### src/rtl/mch_enc_p2s_param_pkg.sv
// Shared types and helpers for the parametrised Manchester encoder.
// Holds the FSM state type, encoding constants, counter sizing and the half-bit level function.
package mch_pkg;

  typedef enum logic [1:0] {
    IDLE = 2'd0,
    PRE  = 2'd1,
    DATA = 2'd2,
    GAP  = 2'd3
  } mch_state_e;

  localparam logic MCH_THOMAS = 1'b0;
  localparam logic MCH_IEEE   = 1'b1;

  // Width wide enough for the half-bit, data, preamble and gap counters.
  function automatic int mch_cnt_width(input int half_div, input int dw,
                                       input int pre_len, input int gap_bits);
    int m;
    m = half_div;
    if (dw > m) m = dw;
    if (pre_len > m) m = pre_len;
    if (gap_bits > m) m = gap_bits;
    return (m > 1) ? $clog2(m) : 1;
  endfunction

  // Line level of one half-bit: the first half is b ^ pol, the second its complement.
  function automatic logic mch_half_level(input logic b, input logic pol, input logic phase);
    return b ^ pol ^ phase;
  endfunction

endpackage

### src/rtl/mch_enc_p2s_param_if.sv
// Valid/ready parallel frame bus feeding the Manchester encoder.
// DW must match the DW of the encoder the bus is connected to.
interface mch_enc_p2s_param_if #(
  parameter int DW = 8
) ();
  logic          in_valid;
  logic          in_ready;
  logic [DW-1:0] pd;

  modport master (output in_valid, output pd, input in_ready);
  modport slave  (input in_valid, input pd, output in_ready);
endinterface

### src/rtl/mch_enc_p2s_param_half_tick.sv
// Half-bit divider: counts HALF_DIV clocks per half-bit while running.
// Restart realigns it to the start of a fresh first half-bit.
module mch_half_tick #(
  parameter int HALF_DIV = 50,
  parameter int CW       = 6
) (
  input  logic clk,
  input  logic rst,
  input  logic run,
  input  logic restart,
  output logic tick,
  output logic phase
);

  localparam logic [CW-1:0] LAST = CW'(HALF_DIV - 1);

  logic [CW-1:0] cnt_r;
  logic          phase_r;

  assign tick  = run & (cnt_r == LAST);
  assign phase = phase_r;

  // Half-bit counter and phase register.
  always_ff @(posedge clk or negedge rst) begin
    if (!rst) begin
      cnt_r   <= '0;
      phase_r <= 1'b0;
    end else if (restart || !run) begin
      cnt_r   <= '0;
      phase_r <= 1'b0;
    end else if (cnt_r == LAST) begin
      cnt_r   <= '0;
      phase_r <= ~phase_r;
    end else begin
      cnt_r   <= cnt_r + CW'(1);
    end
  end

endmodule

### src/rtl/mch_enc_p2s_param.sv
// Manchester encoder with one-entry holding buffer, optional preamble and inter-frame gap.
// sdo lags the internal state by one clock, so the first half-bit appears two clocks after accept.
module mch_enc_p2s_param
  import mch_pkg::*;
#(
  parameter int DW        = 8,
  parameter int HALF_DIV  = 50,
  parameter int MSB_FIRST = 1,
  parameter int POL       = 0,
  parameter int IDLE_LVL  = 1,
  parameter int PRE_LEN   = 0,
  parameter int GAP_BITS  = 1
) (
  input  logic                  clk,
  input  logic                  rst,
  mch_enc_p2s_param_if.slave    bus,
  output logic                  sdo,
  output logic                  busy,
  output logic                  done
);

  localparam int         CW       = mch_cnt_width(HALF_DIV, DW, PRE_LEN, GAP_BITS);
  localparam logic       POL_B    = (POL == int'(MCH_IEEE));
  localparam logic       IDLE_B   = (IDLE_LVL != 0);
  localparam mch_state_e FIRST_ST = (PRE_LEN > 0) ? PRE : DATA;

  mch_state_e    state_r, state_s;
  logic          full_r;
  logic [DW-1:0] hold_r, shift_r;
  logic [CW-1:0] bit_cnt_r;
  logic          sdo_r, busy_r, done_r;
  logic          sdo_s, launch_s, bit_clr_s, data_last_s;
  logic          accept_s, run_s, tick_s, phase_s, bit_end_s, cur_bit_s, pre_bit_s;

  assign accept_s     = bus.in_valid & ~full_r;
  assign bus.in_ready = ~full_r;
  assign run_s        = (state_r != IDLE);
  assign bit_end_s    = tick_s & phase_s;
  assign cur_bit_s    = (MSB_FIRST != 0) ? shift_r[DW-1] : shift_r[0];
  assign pre_bit_s    = ~bit_cnt_r[0];
  assign sdo          = sdo_r;
  assign busy         = busy_r;
  assign done         = done_r;

  mch_half_tick #(.HALF_DIV(HALF_DIV), .CW(CW)) u_half_tick (
    .clk     (clk),
    .rst     (rst),
    .run     (run_s),
    .restart (launch_s),
    .tick    (tick_s),
    .phase   (phase_s)
  );

  // Next-state decode; launch pulls the held frame into the shifter.
  always_comb begin
    state_s     = state_r;
    launch_s    = 1'b0;
    bit_clr_s   = 1'b0;
    data_last_s = 1'b0;
    case (state_r)
      IDLE: begin
        if (full_r) begin
          launch_s  = 1'b1;
          bit_clr_s = 1'b1;
          state_s   = FIRST_ST;
        end else begin
          state_s   = IDLE;
        end
      end
      PRE: begin
        if (bit_end_s && (bit_cnt_r == CW'(PRE_LEN - 1))) begin
          state_s   = DATA;
          bit_clr_s = 1'b1;
        end else begin
          state_s   = PRE;
        end
      end
      DATA: begin
        if (bit_end_s && (bit_cnt_r == CW'(DW - 1))) begin
          data_last_s = 1'b1;
          bit_clr_s   = 1'b1;
          if (GAP_BITS > 0) begin
            state_s  = GAP;
          end else if (full_r) begin
            launch_s = 1'b1;
            state_s  = FIRST_ST;
          end else begin
            state_s  = IDLE;
          end
        end else begin
          state_s = DATA;
        end
      end
      GAP: begin
        if (bit_end_s && (bit_cnt_r == CW'(GAP_BITS - 1))) begin
          bit_clr_s = 1'b1;
          if (full_r) begin
            launch_s = 1'b1;
            state_s  = FIRST_ST;
          end else begin
            state_s  = IDLE;
          end
        end else begin
          state_s = GAP;
        end
      end
      default: state_s = IDLE;
    endcase
  end

  // Line level for the next clock.
  always_comb begin
    sdo_s = IDLE_B;
    case (state_r)
      PRE:     sdo_s = mch_half_level(pre_bit_s, POL_B, phase_s);
      DATA:    sdo_s = mch_half_level(cur_bit_s, POL_B, phase_s);
      default: sdo_s = IDLE_B;
    endcase
  end

  // Holding buffer: pd is only sampled on an accepted handshake.
  always_ff @(posedge clk or negedge rst) begin
    if (!rst) begin
      full_r <= 1'b0;
      hold_r <= '0;
    end else begin
      full_r <= accept_s | (full_r & ~launch_s);
      if (accept_s) hold_r <= bus.pd;
    end
  end

  // State, shifter, bit counter and registered outputs.
  always_ff @(posedge clk or negedge rst) begin
    if (!rst) begin
      state_r   <= IDLE;
      shift_r   <= '0;
      bit_cnt_r <= '0;
      sdo_r     <= IDLE_B;
      busy_r    <= 1'b0;
      done_r    <= 1'b0;
    end else begin
      state_r <= state_s;
      if (launch_s) begin
        shift_r <= hold_r;
      end else if ((state_r == DATA) && bit_end_s) begin
        shift_r <= (MSB_FIRST != 0) ? (shift_r << 1) : (shift_r >> 1);
      end
      if (bit_clr_s || !run_s) begin
        bit_cnt_r <= '0;
      end else if (bit_end_s) begin
        bit_cnt_r <= bit_cnt_r + CW'(1);
      end
      sdo_r  <= sdo_s;
      busy_r <= (state_s != IDLE);
      done_r <= data_last_s;
    end
  end

endmodule

### src/flat_wrapper.sv
// flat-port wrapper written by rule: the top's interface ports become plain ports
module mch_enc_p2s_param_flat import mch_pkg::*;
#(
  parameter int DW        = 8,
  parameter int HALF_DIV  = 50,
  parameter int MSB_FIRST = 1,
  parameter int POL       = 0,
  parameter int IDLE_LVL  = 1,
  parameter int PRE_LEN   = 0,
  parameter int GAP_BITS  = 1
)
  (clk, rst, sdo, busy, done, bus_in_valid, bus_pd, bus_in_ready);
  mch_enc_p2s_param_if #(.DW(DW)) bus_i ();
  input  logic clk;
  input  logic rst;
  output logic sdo;
  output logic busy;
  output logic done;
  input wire logic [$bits(bus_i.in_valid)-1:0] bus_in_valid;
  input wire logic [$bits(bus_i.pd)-1:0] bus_pd;
  output wire logic [$bits(bus_i.in_ready)-1:0] bus_in_ready;
  assign bus_i.in_valid = bus_in_valid;
  assign bus_i.pd = bus_pd;
  assign bus_in_ready = bus_i.in_ready;
  mch_enc_p2s_param #(.DW(DW), .HALF_DIV(HALF_DIV), .MSB_FIRST(MSB_FIRST), .POL(POL), .IDLE_LVL(IDLE_LVL), .PRE_LEN(PRE_LEN), .GAP_BITS(GAP_BITS)) u_core (.clk(clk), .rst(rst), .bus(bus_i), .sdo(sdo), .busy(busy), .done(done));
endmodule
### config.mk
export PLATFORM = sky130hd
export DESIGN_NAME = mch_enc_p2s_param_flat
export DESIGN_NICKNAME = d
export VERILOG_FILES = /design/src/rtl/mch_enc_p2s_param_pkg.sv /design/src/rtl/mch_enc_p2s_param_if.sv /design/src/rtl/mch_enc_p2s_param_half_tick.sv /design/src/rtl/mch_enc_p2s_param.sv /design/src/flat_wrapper.sv
export SDC_FILE = /design/constraint.sdc
export NUM_CORES = 1
export LEC_CHECK = 0
export CAP_MARGIN = 20
export CORE_ASPECT_RATIO = 1.4
export CORE_MARGIN = 2
export CORE_UTILIZATION = 48
export CTS_BUF_LIST = sky130_fd_sc_hd__clkbuf_8
export CTS_CLUSTER_SIZE = 30
export DETAILED_ROUTE_END_ITERATION = 7
export DONT_BUFFER_PORTS = 1
export PLACE_DENSITY = 0.65
export RECOVER_POWER = 100
export SETUP_SLACK_MARGIN = 0.2
export SLEW_MARGIN = 40
export SYNTH_ARGS = -nofsm -noshare
export SYNTH_HDL_FRONTEND = slang
export SYNTH_SLANG_ARGS = --single-unit
### constraint.sdc
create_clock -name clk -period 2.17 [get_ports clk]
set_clock_uncertainty 0.1 [all_clocks]
set_input_delay 0.434 -clock clk [delete_from_list [all_inputs] [get_ports clk]]
set_output_delay 0.434 -clock clk [all_outputs]
set_load 0.1 [all_outputs]
## After elaboration in Yosys (flattened, before gate mapping)

Cells that the tools add are included.

- Muxes and demuxes: 22
- Bitwise operators: 11
- Add/sub/neg operators: 2
- Reduce and logical (&&, ||, !) cells: 14
- Eq/ne operators: 6

Operator list:

| operator | number |
|---|---|
| 6-bit 2-to-1 mux | 4 |
| 8-bit 2-to-1 mux | 2 |
| 6-bit by 1-bit adder with 6-bit output (second input constant) | 2 |
| 6-bit == test (second input constant) | 2 |
| 2-bit nonzero test | 5 |
| 1-bit 2-to-1 mux | 9 |
| 2-bit one-hot mux with 4 select lines | 1 |
| 6-bit by 3-bit == test with 1-bit output (second input constant) | 1 |
| 6-bit zero test | 1 |
| 2-bit 2-to-1 mux | 3 |
| 1-bit bitwise AND | 4 |
| 2-bit == test (second input constant) | 2 |
| 1-bit logical AND | 4 |
| 1-bit inverter | 4 |
| 1-bit one-hot mux with 2 select lines | 2 |
| 1-bit one-hot mux with 4 select lines | 1 |
| 2-bit by 1-bit == test with 1-bit output (second input constant) | 1 |
| 2-bit zero test | 1 |
| 1-bit logical OR | 2 |
| 1-bit XOR | 2 |
| 1-bit zero test | 1 |
| 1-bit OR | 1 |

- Logic and storage cells: 65
- Register bits: 35
- Output and inout bits: 4
- Input port bits: 11

## Depth between registers and ports, before layout

- Depth in word-level cells: 9
- Depth in mapped cells: 7
- Mapped depth without buffers: 7

## Hierarchy

A second synthesis with hierarchy kept.

- Cells, all modules: 155
- Area total of the unflattened synthesis: 1785.5 um^2

By module, submodules not included:

| module | sequential area each (um^2) | area each (um^2) | times used | cells an instance |
|---|---|---|---|---|
| mch_enc_p2s_param | 701.9 | 1442.6 | 1 | 123 |
| mch_half_tick | 175.2 | 342.8 | 1 | 32 |

## Worst setup path before layout

Ideal clock, no wire load.

- Path kind: register -> register
- From: register u_core.u_half_tick.cnt_r[1]
- To: register u_core.shift_r[1]
- Library setup time: 0.125 ns
- Data required time: 1.945 ns
- Arrival time: 1.865 ns
- Cell stages (with the launch flop): 8
- Buffers on the path: 0
- Period minus slack after synthesis: 2.090 ns
- Setup slack: 0.080 ns
- Cells stage by stage: dfrtp_1 > inv_1 > ha_1 > nand4b_4 > nor4b_4 > nand2_4 > mux2_1 > mux2_2

- Cells in the longest elaborated chain, start to end: 7
- Elaborated cells on any way between the ends: 9
- Classes of those cells: 1 x eq/ne; 3 x mux; 2 x bitwise; 3 x reduce/logical

Ends and longest elaborated chain:

| what | RTL line | RTL |
|---|---|---|
| start: declaration | mch_enc_p2s_param_half_tick.sv:17 | `logic [CW-1:0] cnt_r;` |
| start signal: assignment | mch_enc_p2s_param_half_tick.sv:35 | `cnt_r <= cnt_r + CW'(1);` |
| 6-bit == test (*) | mch_enc_p2s_param_half_tick.sv:20 | `assign tick = run & (cnt_r == LAST);` |
| 1-bit bitwise AND (*) | mch_enc_p2s_param_half_tick.sv:20 |  |
| 1-bit bitwise AND (*) | mch_enc_p2s_param.sv:38 | `assign bit_end_s = tick_s & phase_s;` |
| 1-bit logical AND | mch_enc_p2s_param.sv:95 | `if (bit_end_s && (bit_cnt_r == CW'(GAP_BITS - 1))) begin` |
| 1-bit 2-to-1 mux | mch_enc_p2s_param.sv:95 |  |
| 1-bit one-hot mux with 2 select lines | mch_enc_p2s_param.sv:60 | `case (state_r)` |
| 8-bit 2-to-1 mux / 2-bit nonzero test (equally long branches) | n/a |  |
| end signal: assignment | mch_enc_p2s_param.sv:144 | `shift_r <= hold_r;` |
| end signal: assignment | mch_enc_p2s_param.sv:146 | `shift_r <= (MSB_FIRST != 0) ? (shift_r << 1) : (shift_r >> 1);` |
| end: declaration | mch_enc_p2s_param.sv:29 | `logic [DW-1:0] hold_r, shift_r;` |

Mark *: on every way between the ends. The rest lies on a longest branch, timed or not.
A chain may end at the register's enable or synchronous reset.

## Final worst setup path

- From: register u_core.u_half_tick.cnt_r[0]
- To: register u_core.shift_r[3]

The elaborated chain is that of the path after synthesis.

==> results.yml <==
floorplanning:
  die_y_um: 75.2
  row_count: 25
  initial_core_util_pct: 50.9
  dieArea_mm2: 0.00412
  coreArea_mm2: 0.00341
  ios: 15
  die_w_um: 54.8
cells_and_area:
  drive_above_1_share_pct: 28.1
  final_cell_mix: "dfrtp_1 (34), nor2_1 (18), mux2_2 (14)"
  syn_to_final_growth_pct: 16.4
  final_common_cell: "dfrtp_1"
  n_antenna_cell: 0
  nNetsFinal: 186
critical_path:
  path_buf_inv: 0
  worstPathMaxFanout: 8
  r2r_setup_slack_ps: 180
  critical_path.startpoint: "u_core.u_half_tick.cnt_r[0]$_DFF_PN0_"
  cp_slowest_cell: "dfrtp_1"
  timing.rr.start: "u_core.u_half_tick.cnt_r[0]$_DFF_PN0_"
  path_class: "flop to flop"
  worst_path_largest_cell_delay_ps: 440
  path_cells: "ha_4 > nand4b_4 > nor4b_4 > nand2_4 > mux2_1 > mux2_2"
  worstSetupEndpoint: "u_core.shift_r[3]$_DFFE_PN0P_"
  crit_required_ps: 2240
  arrival_ps: 2060
  cpLargestDelayFamily: "multiplexers"
  r2r_cells: 6
  critPathCaptureType: "flop"
  critPathLaunchType: "flop"
  reg2reg_to: "u_core.shift_r[3]$_DFFE_PN0P_"
  cp.depth: 6
sta:
  setup_viol: 0
  tightest_slew_ps: 896
  final_period_minus_worst_setup_slack_ps: 1990
  hold_viol: 0
  fmax_mhz: 503
  rsz0062_at_grt: "true"
  drv_slew: 0
  setup_slack_ps: 180
  slew_headroom_pct: 40.4
  hold-worst-slack_ps: 179
  fin_crit_sh_pct: 91.7
  setup_tns_ps: 0
drt:
  drc: 0
  via_count: 1139
  postRouteAntennaNets: 0
  drt_iter0_drc: 34
  avgRoutedWirePerCell_um: 15.3
  drt-vias-per-instance: 5.50
  drtPass1Iterations: 6
  routed_wl_mm: 3.16
pwr:
  power_density_mw_per_mm2: 1110
  switching_share_pct: 34.3
  p_total_mw: 2.25
  comb_power_share_pct: 29.5
  p_clk_share_pct: 20.8
  p_int_mw: 1.48
  vdd_drop_max_mv: 0.782
  p_sw_mw: 0.772
  leakagePower_nw: 0.954
  seq_power_share_pct: 49.8
synth:
  syn-cell-area_mm2: 0.00174
  syn_area_per_cell_um2: 11.9
  async_reset_ff_share_pct: 100
  synth.area.mux_share_pct: 15.3
  synth_fp_nets: 165
  synthAdderAreaFrac_pct: 5.76
  yosys_warnings: 0
  synth-compound-area-share_pct: 4.61
  yosys.area_share.simple_pct: 16.4
  synth_edf_count: 0
  synth_xor_area_share_pct: 5.04
  seq_area_frac_synth_pct: 50.5
  synth.ff_latch_count: 35
  synth_cell_types: 34
  synth_cells: 146
  synth_ff_type: "dfrtp_1"
  synth_top_family_by_area: "simple AND/OR/NAND/NOR gates"
global_route:
  grt_pass1_vias: 1190
  grt_usage_pct: 17.9
  grt_max_degree: 36
  overflow: 0
  grt_first_pass_wirelength_mm: 5.06
  antenna_found_initial: 0
hold_path:
  min_from: "bus_in_valid"
  hold_path.class: "primary input to flop"
place:
  dp_hpwl_mm: 2.16
  port_buffers: 0
  place.gp.congestion: 0.782
  dp_slack_ps: 129
flow_run:
  cap_violations: 0
clock_tree:
  htreeDepth: 2
  root_buffer: "clkbuf_8"
  clockBufferDepth: 2
  clk_pin_slew_ps: 70
  cts_tree: "yes"
  cts_sinks: 35
  clkLatencyLatePin_ps: 280
  cts_buffers: 5
status:
  status: "completed"
## worst min-delay path by stage
| stage | to | cells past startpoint |
|---|---|---|
| 2_1_floorplan | u_core.bit_cnt_r[0]$_DFFE_PN0P_ | 0 |
| 3_3_place_gp | u_core.busy$_DFF_PN0_ | 0 |
| 3_5_place_dp | u_core.busy$_DFF_PN0_ | 0 |
| 4_1_cts | u_core.hold_r[0]$_DFFE_PN0P_ | 2 |
| 5_1_grt | u_core.hold_r[0]$_DFFE_PN0P_ | 2 |
| 6_report | u_core.full_r$_DFF_PN0_ | 2 |
## layer usage
layer | routed length [um] | track usage, % | share of wire [%] | up-vias
met5 | 0 | 0 | 0 | -
met4 | 129 | 12.2 | 4.1 | 0
met3 | 137 | 6.15 | 4.3 | 11
met2 | 1630 | 30.0 | 52 | 33
met1 | 1260 | 18.1 | 40 | 554
li1 | - | - | - | 541
## power by group through the flow
stage,Combinational (mW),Clock [mW],Sequential (mW)
after global placement,0.566,0,1.12
after CTS,0.640,0.489,1.12
final,0.664,0.468,1.12
after detailed placement,0.592,0,1.13
after global routing,0.725,0.518,1.15
after floorplan,0.479,0,1.11
## cell usage after synthesis, drive strengths merged (2+ instances only)
master  number  share of area [%]
dfrtp       34                 49
mux2        21                 14
nor2        18                3.9
nand2        9                2.4
ha           8                5.8
inv          7                1.5
xnor2        5                2.5
xor2         5                2.5
clkbuf       4               0.86
nand3        4                1.2
o21ai        4                1.2
mux2i        3                1.7
and3         2               0.72
nand4        2               0.72
nor2b        2               0.72
nor4         2               0.72
## cell type report
type	count	area, um2
Tap cell	40	50.0
Inverter	7	26.3
Clock inverter	1	5.00
Timing Repair Buffer	18	133
Clock buffer	6	82.6
Fill cell	287	1390
Sequential cell	35	877
Multi-Input combinational cell	100	848
## registers in the layout, indices dropped and copies added, names as in the netlist, 2 cells and up
register / count
u_core.u_half_tick.cnt_r: 6
u_core.bit_cnt_r: 6
u_core.hold_r: 8
u_core.state_r: 2
u_core.shift_r: 8
## metrics by stage
stage          util, %  cells  instance area (um2)
3_3_place_gp      54.5    192                 1860
4_1_cts           58.8    203                 2000
3_5_place_dp      54.5    192                 1860
2_1_floorplan        -    146                 1740
5_1_grt           59.3    207                 2020
6_report          59.3    207                 2020
## repair_timing
| action | 4_1_cts | 5_1_grt |
|---|---|---|
| hold buffers | 2 | 0 |
| buffers inserted | 2 | 4 |
| gates resized for setup | 3 | 5 |
| hold endpoints to repair | 35 | 0 |
| endpoints found under the setup margin | 7 | 14 |
## kinds of logic after synthesis
family                   Yosys count
AO/OA/AOI/OAI                     12
buffers and inverters             11
multiplexers                      24
flip-flops                        35
AND/OR/NAND/NOR                   46
XOR/XNOR                          10
adder cells (fa/ha/maj)            8
Power figures use the tool's default switching activity.
